--- config.mk ---
export PLATFORM = sky130hd
export DESIGN_NAME = instruction_fetch_flat
export DESIGN_NICKNAME = d
export VERILOG_FILES = /design/src/rtl/instruction_fetch_if.sv /design/src/rtl/instruction_fetch.sv /design/src/flat_wrapper.sv
export SDC_FILE = /design/constraint.sdc
export NUM_CORES = 1
export LEC_CHECK = 0
export CAP_MARGIN = 20
export CORE_MARGIN = 2
export CORE_UTILIZATION = 45
export CTS_CLUSTER_DIAMETER = 30
export CTS_CLUSTER_SIZE = 10
export DETAILED_ROUTE_END_ITERATION = 12
export GPL_ROUTABILITY_DRIVEN = 0
export PLACE_DENSITY_LB_ADDON = 0.08
export SYNTH_ARGS = -nofsm -noshare
export SYNTH_HDL_FRONTEND = slang
export SYNTH_SLANG_ARGS = --single-unit
--- constraint.sdc ---
create_clock -name clock -period 4.6 [get_ports clock]
set_input_delay 0.46 -clock clock [delete_from_list [all_inputs] [get_ports clock]]
set_output_delay 0.46 -clock clock [all_outputs]
set_load 0.01 [all_outputs]
--- src/rtl/instruction_fetch_if.sv ---
// Instruction memory read bus between the fetch stage and instruction memory.
// Carries one single-outstanding 32-bit read per req/ack handshake.
//   mem_req   : read request, held high until acknowledged (fetch -> memory)
//   mem_addr  : read address, stable while mem_req is high (fetch -> memory)
//   mem_ack   : response strobe, mem_rdata valid in the same cycle (memory -> fetch)
//   mem_rdata : instruction word (memory -> fetch)
// Modports: master = fetch stage, slave = instruction memory.
interface instruction_fetch_if #(
    parameter int unsigned ADDR_W  = 64,
    parameter int unsigned INSTR_W = 32
) ();
    logic               mem_req;
    logic [ADDR_W-1:0]  mem_addr;
    logic               mem_ack;
    logic [INSTR_W-1:0] mem_rdata;

    modport master (
        output mem_req,
        output mem_addr,
        input  mem_ack,
        input  mem_rdata
    );

    modport slave (
        input  mem_req,
        input  mem_addr,
        output mem_ack,
        output mem_rdata
    );
endinterface

--- src/rtl/instruction_fetch.sv ---
// Fetch stage downstream of the program counter. Samples PC_in in IDLE, issues one
// instruction read over the mem bus, holds the word in IR for decode under a
// valid/ready handshake and pulses pc_load once per completed fetch. Misaligned PCs
// and memory timeouts raise a sticky fault cleared only by flush or reset.
// Ports:
//   clock, reset        : rising-edge clock, asynchronous active-low reset
//   enable              : permits a new fetch to start from IDLE
//   flush               : synchronous abort back to IDLE, clears IR valid and fault
//   PC_in               : current PC, sampled only in IDLE
//   pc_load             : one-cycle pulse after each completed fetch
//   mem                 : instruction memory bus (master side)
//   IR, IR_PC, ir_valid : instruction register, its address and valid flag
//   decode_ready        : decode accepts IR when high with ir_valid
//   fault, fault_code   : sticky fault, 00 none / 01 misaligned / 10 timeout
module instruction_fetch #(
    parameter int unsigned ADDR_W  = 64,
    parameter int unsigned INSTR_W = 32,
    parameter int unsigned TIMEOUT = 16
) (
    input  logic                      clock,
    input  logic                      reset,
    input  logic                      enable,
    input  logic                      flush,
    input  logic [ADDR_W-1:0]         PC_in,
    output logic                      pc_load,
    instruction_fetch_if.master       mem,
    output logic [INSTR_W-1:0]        IR,
    output logic [ADDR_W-1:0]         IR_PC,
    output logic                      ir_valid,
    input  logic                      decode_ready,
    output logic                      fault,
    output logic [1:0]                fault_code
);

    localparam int unsigned CntW = (TIMEOUT > 2) ? $clog2(TIMEOUT) : 1;
    localparam logic [CntW-1:0] CntLast = CntW'(TIMEOUT - 1);

    typedef enum logic [1:0] {StIdle, StReq, StFull, StFault} state_e;

    state_e              state;
    logic [CntW-1:0]     cnt;
    logic                mem_req;
    logic [ADDR_W-1:0]   mem_addr;

    assign mem.mem_req  = mem_req;
    assign mem.mem_addr = mem_addr;

    always_ff @(posedge clock or negedge reset) begin
        if (!reset) begin
            state      <= StIdle;
            cnt        <= '0;
            mem_req    <= 1'b0;
            mem_addr   <= '0;
            IR         <= '0;
            IR_PC      <= '0;
            ir_valid   <= 1'b0;
            pc_load    <= 1'b0;
            fault      <= 1'b0;
            fault_code <= 2'b00;
        end else begin
            // pc_load is a single-cycle pulse; only the ack transition raises it.
            pc_load <= 1'b0;
            if (flush) begin
                // Flush wins over ack, timeout, accept and enable; a colliding
                // ack's word is dropped.
                state      <= StIdle;
                cnt        <= '0;
                mem_req    <= 1'b0;
                ir_valid   <= 1'b0;
                fault      <= 1'b0;
                fault_code <= 2'b00;
            end else begin
                unique case (state)
                    StIdle: begin
                        if (enable) begin
                            if (PC_in[1:0] == 2'b00) begin
                                mem_addr <= PC_in;
                                mem_req  <= 1'b1;
                                cnt      <= '0;
                                state    <= StReq;
                            end else begin
                                fault      <= 1'b1;
                                fault_code <= 2'b01;
                                state      <= StFault;
                            end
                        end
                    end
                    StReq: begin
                        cnt <= cnt + 1'b1;
                        // Ack is checked first so an ack in the last allowed
                        // request cycle is still taken.
                        if (mem.mem_ack) begin
                            IR       <= mem.mem_rdata;
                            IR_PC    <= mem_addr;
                            ir_valid <= 1'b1;
                            mem_req  <= 1'b0;
                            pc_load  <= 1'b1;
                            state    <= StFull;
                        end else if (cnt == CntLast) begin
                            mem_req    <= 1'b0;
                            fault      <= 1'b1;
                            fault_code <= 2'b10;
                            state      <= StFault;
                        end
                    end
                    StFull: begin
                        if (ir_valid && decode_ready) begin
                            ir_valid <= 1'b0;
                            state    <= StIdle;
                        end
                    end
                    StFault: begin
                        // Held until flush or reset.
                    end
                    default: state <= StIdle;
                endcase
            end
        end
    end

endmodule

--- src/flat_wrapper.sv ---
// flat-port wrapper written by rule: the top's interface ports become plain ports
module instruction_fetch_flat 
#(
    parameter int unsigned ADDR_W  = 64,
    parameter int unsigned INSTR_W = 32,
    parameter int unsigned TIMEOUT = 16
)
  (clock, reset, enable, flush, PC_in, pc_load, IR, IR_PC, ir_valid, decode_ready, fault, fault_code, mem_mem_req, mem_mem_addr, mem_mem_ack, mem_mem_rdata);
  instruction_fetch_if #(.ADDR_W(ADDR_W), .INSTR_W(INSTR_W)) mem_i ();
  input  logic clock;
  input  logic reset;
  input  logic enable;
  input  logic flush;
  input  logic [ADDR_W-1:0] PC_in;
  output logic pc_load;
  output logic [INSTR_W-1:0] IR;
  output logic [ADDR_W-1:0] IR_PC;
  output logic ir_valid;
  input  logic decode_ready;
  output logic fault;
  output logic [1:0] fault_code;
  output wire logic [$bits(mem_i.mem_req)-1:0] mem_mem_req;
  output wire logic [$bits(mem_i.mem_addr)-1:0] mem_mem_addr;
  input wire logic [$bits(mem_i.mem_ack)-1:0] mem_mem_ack;
  input wire logic [$bits(mem_i.mem_rdata)-1:0] mem_mem_rdata;
  assign mem_mem_req = mem_i.mem_req;
  assign mem_mem_addr = mem_i.mem_addr;
  assign mem_i.mem_ack = mem_mem_ack;
  assign mem_i.mem_rdata = mem_mem_rdata;
  instruction_fetch #(.ADDR_W(ADDR_W), .INSTR_W(INSTR_W), .TIMEOUT(TIMEOUT)) u_core (.clock(clock), .reset(reset), .enable(enable), .flush(flush), .PC_in(PC_in), .pc_load(pc_load), .mem(mem_i), .IR(IR), .IR_PC(IR_PC), .ir_valid(ir_valid), .decode_ready(decode_ready), .fault(fault), .fault_code(fault_code));
endmodule
==> metrics.yaml <==
power_and_ir_drop:
  total_leakage_power_uw: 0.00455
  power_density_nw_per_um2: 679
  vdd_ir_drop_max_mv: 0.282
  fin_total_pwr_uw: 7010
logic_synthesis:
  syn-cell-area_um2: 6990
  synth.ff_latch_count: 172
  netlist_instances: 415
  ys.warnings.count: 0
  synth_nets: 524
  postSynthAreaPerCell_um2: 16.8
  seq_area_frac_synth: 0.616
  ys_types: 37
layout:
  area_growth_syn_to_layout_pct: 47.7
  final_layout_size_suffix_gt1_frac: 0.225
  fillers: 1077
  layout_common_cells: "sky130_fd_sc_hd__clkdlybuf4s50_1, sky130_fd_sc_hd__dfrtp_1, sky130_fd_sc_hd__mux2_2, sky130_fd_sc_hd__mux2_4, sky130_fd_sc_hd__mux2_1"
  ant_cells: 0
  mostFrequentLayoutCell: "sky130_fd_sc_hd__clkdlybuf4s50_1"
  instances_no_fill: 889
  final_cell_area_um2: 10300
  nets_finish: 797
clock_network:
  cts-root-to-sink-buffers: 2
  cts_hold_buf: 0
  tritoncts_clock_tree: "yes"
  worst_setup_hold_path_clk_slew_ns: 0.06
  numCtsBuffers: 17
  cts_setup_buffers: 0
  post_cts_resized: 0
  cts-htree-levels: 4
  clk_latency_ns: 0.42
  ctsRootBufferMaster: "sky130_fd_sc_hd__clkbuf_16"
  clock_sinks: 172
setup_path:
  worst-path-buf-inv: 2
  crit_path_cell_trace: "clkdlybuf4s50_1, and4b_4, buf_4, mux2_4"
  timing.critical_path.from_type: "primary input"
  path_max_fanout: 42
  worst_setup_path_end_kind: "register"
  cpPeakStageDelay_ns: 1.05
  worst_ep_required_ns: 4.90
  timing.critical_path.max_delay_family: "simple AND/OR/NAND/NOR gates"
  criticalPathCategory: "in2reg"
  timing.critical_path.arrival_ns: 2.88
  critical_path.slowest_cell: "sky130_fd_sc_hd__and4b_4"
sta:
  setup-violations-final: 0
  grt_setup_unrepaired: "false"
  fmaxAchievable_mhz: 388
  finalCritPeriodShare: 0.561
  finalHoldWorstSlack_ns: 0.0648
  timing_worst_slew_pin_value_ns: 0.904
  totalNegativeSetupSlack_ns: 0
  slew_violations: 0
  maxSlewHeadroom: 0.397
  min_period_ns: 2.58
  finalHoldViolCount: 0
  clock_skew_ns: 0.00681
placement:
  postPlaceCellArea_um2: 9740
  detailedPlacementHpwl_um: 11800
  dp_cells: 857
  place.port_buffers: 267
routing:
  drt-vias-per-instance: 4.99
  dr.first_iter.drc_count: 179
  wl_um: 16400
  routed-via-count: 4439
  drtPass1Iterations: 4
  wl_per_cell_um: 18.5
  drt.antenna.violating_nets: 0
  post-route-drc-count: 0
floorplanning:
  die-area_um2: 16500
  placeableCoreArea_um2: 15200
  die_h_um: 129
  io-pin-count: 268
  dieWidth_um: 129
  core.rowCount: 45
  initial_core_util: 0.460
grt:
  overflow: 0
  largest_net_degree_at_the_start_of_global_routing: 86
  grt_first_pass_wirelength_um: 25500
  grt_pass1_vias: 4722
  track_usage: 0.202
  antenna_found_initial: 0
min_path:
  hp-class: "in2async"
run_status:
  result_of_the_run: "finished clean"
flow_run:
  max_cap_viol_count: 0
[per-stage QoR]
step,worst slack [ns],util
global route,1.88,0.679
global placement,1.60,0.641
CTS,1.99,0.679
finish,2.02,0.679
detailed placement,1.55,0.641
floorplan,2.90,-
[state kept, by name (all words and copies together) (netlist names)]
name                 count
u_core.IR_PC            64
u_core.fault             1
u_core.pc_load           1
u_core.IR               32
u_core.mem.mem_req       1
u_core.fault_code        2
u_core.ir_valid          1
u_core.cnt               4
u_core.state             2
u_core.mem.mem_addr     64
[per-layer routing]
layer / track usage / up-vias / wire (um)
met5: 0 / - / 0
met4: 0.0710 / 0 / 371
met3: 0.0748 / 23 / 1300
met2: 0.317 / 181 / 7750
met1: 0.259 / 2207 / 6980
li1: - / 2028 / -
[where the power goes]
| part | internal [uW] | total (uW) | switching, uW |
|---|---|---|---|
| Sequential | 2200 | 2630 | 432 |
| Clock | 822 | 1390 | 572 |
| Combinational | 1910 | 2980 | 1070 |
[logic make-up after synthesis]
group                      count (synthesis)  share of synthesized area
buffers and inverters                     21                     0.0324
DFF                                      172                      0.616
AOI/OAI and AO/OA                         25                     0.0256
adders and majority gates                  7                     0.0125
and+or+nand+nor                           31                     0.0267
muxes                                    159                      0.287
[final timing paths]
path / startpoint / end / slack (ns) / depth (start not counted)
worst max-delay path: flush / u_core.mem.mem_addr[60] / 2.02 / 4
worst min-delay path: reset / u_core.IR_PC[42] / 0.06 / 1
worst max register to register: u_core.state[1] / u_core.mem.mem_addr[60] / 2.08 / 5
worst min register to register: u_core.IR[22] / u_core.IR[22] / 0.49 / 1
max in group asynchronous: reset / u_core.IR[29] / 3.38 / 2
min in group clock: u_core.IR[22] / u_core.IR[22] / 0.49 / 1
[synth_stat cells (all sizes together)]
| master | n | area (um^2) |
|---|---|---|
| dfrtp | 172 | 4300 |
| mux2 | 159 | 2010 |
| buf | 18 | 215 |
| o21ai | 8 | 40.0 |
| ha | 7 | 87.6 |
| nor2 | 6 | 22.5 |
| nand2 | 5 | 18.8 |
| nand2b | 5 | 31.3 |
| nor2b | 4 | 25.0 |
| a31oi | 3 | 18.8 |
| inv | 3 | 11.3 |
| o31ai | 3 | 22.5 |
| nor3 | 2 | 10.0 |
| o22ai | 2 | 25.0 |
| o31a | 2 | 17.5 |
| or2 | 2 | 12.5 |
| a21bo | 1 | 10.0 |
| a21o | 1 | 7.51 |
| a21oi | 1 | 5.00 |
| and2b | 1 | 7.51 |
| and3 | 1 | 6.26 |
| and3b | 1 | 8.76 |
| and4b | 1 | 10.0 |
| nand3 | 1 | 5.00 |
| nand3b | 1 | 20.0 |
| o211ai | 1 | 7.51 |
| o21bai | 1 | 7.51 |
| o22a | 1 | 8.76 |
| o311ai | 1 | 8.76 |
| or3b | 1 | 8.76 |
[final cells by class]
class	instances	area, um^2	share of cell area
clock buffer	25	505	0.0490
clock inverter	7	78.8	0.00764
inverter	3	11.3	0.00109
multi-input combinational	222	2460	0.239
sequential	172	4300	0.417
tap	188	235	0.0228
timing repair buffer	272	2720	0.264
No activity file was read; power rests on OpenSTA's default activity.
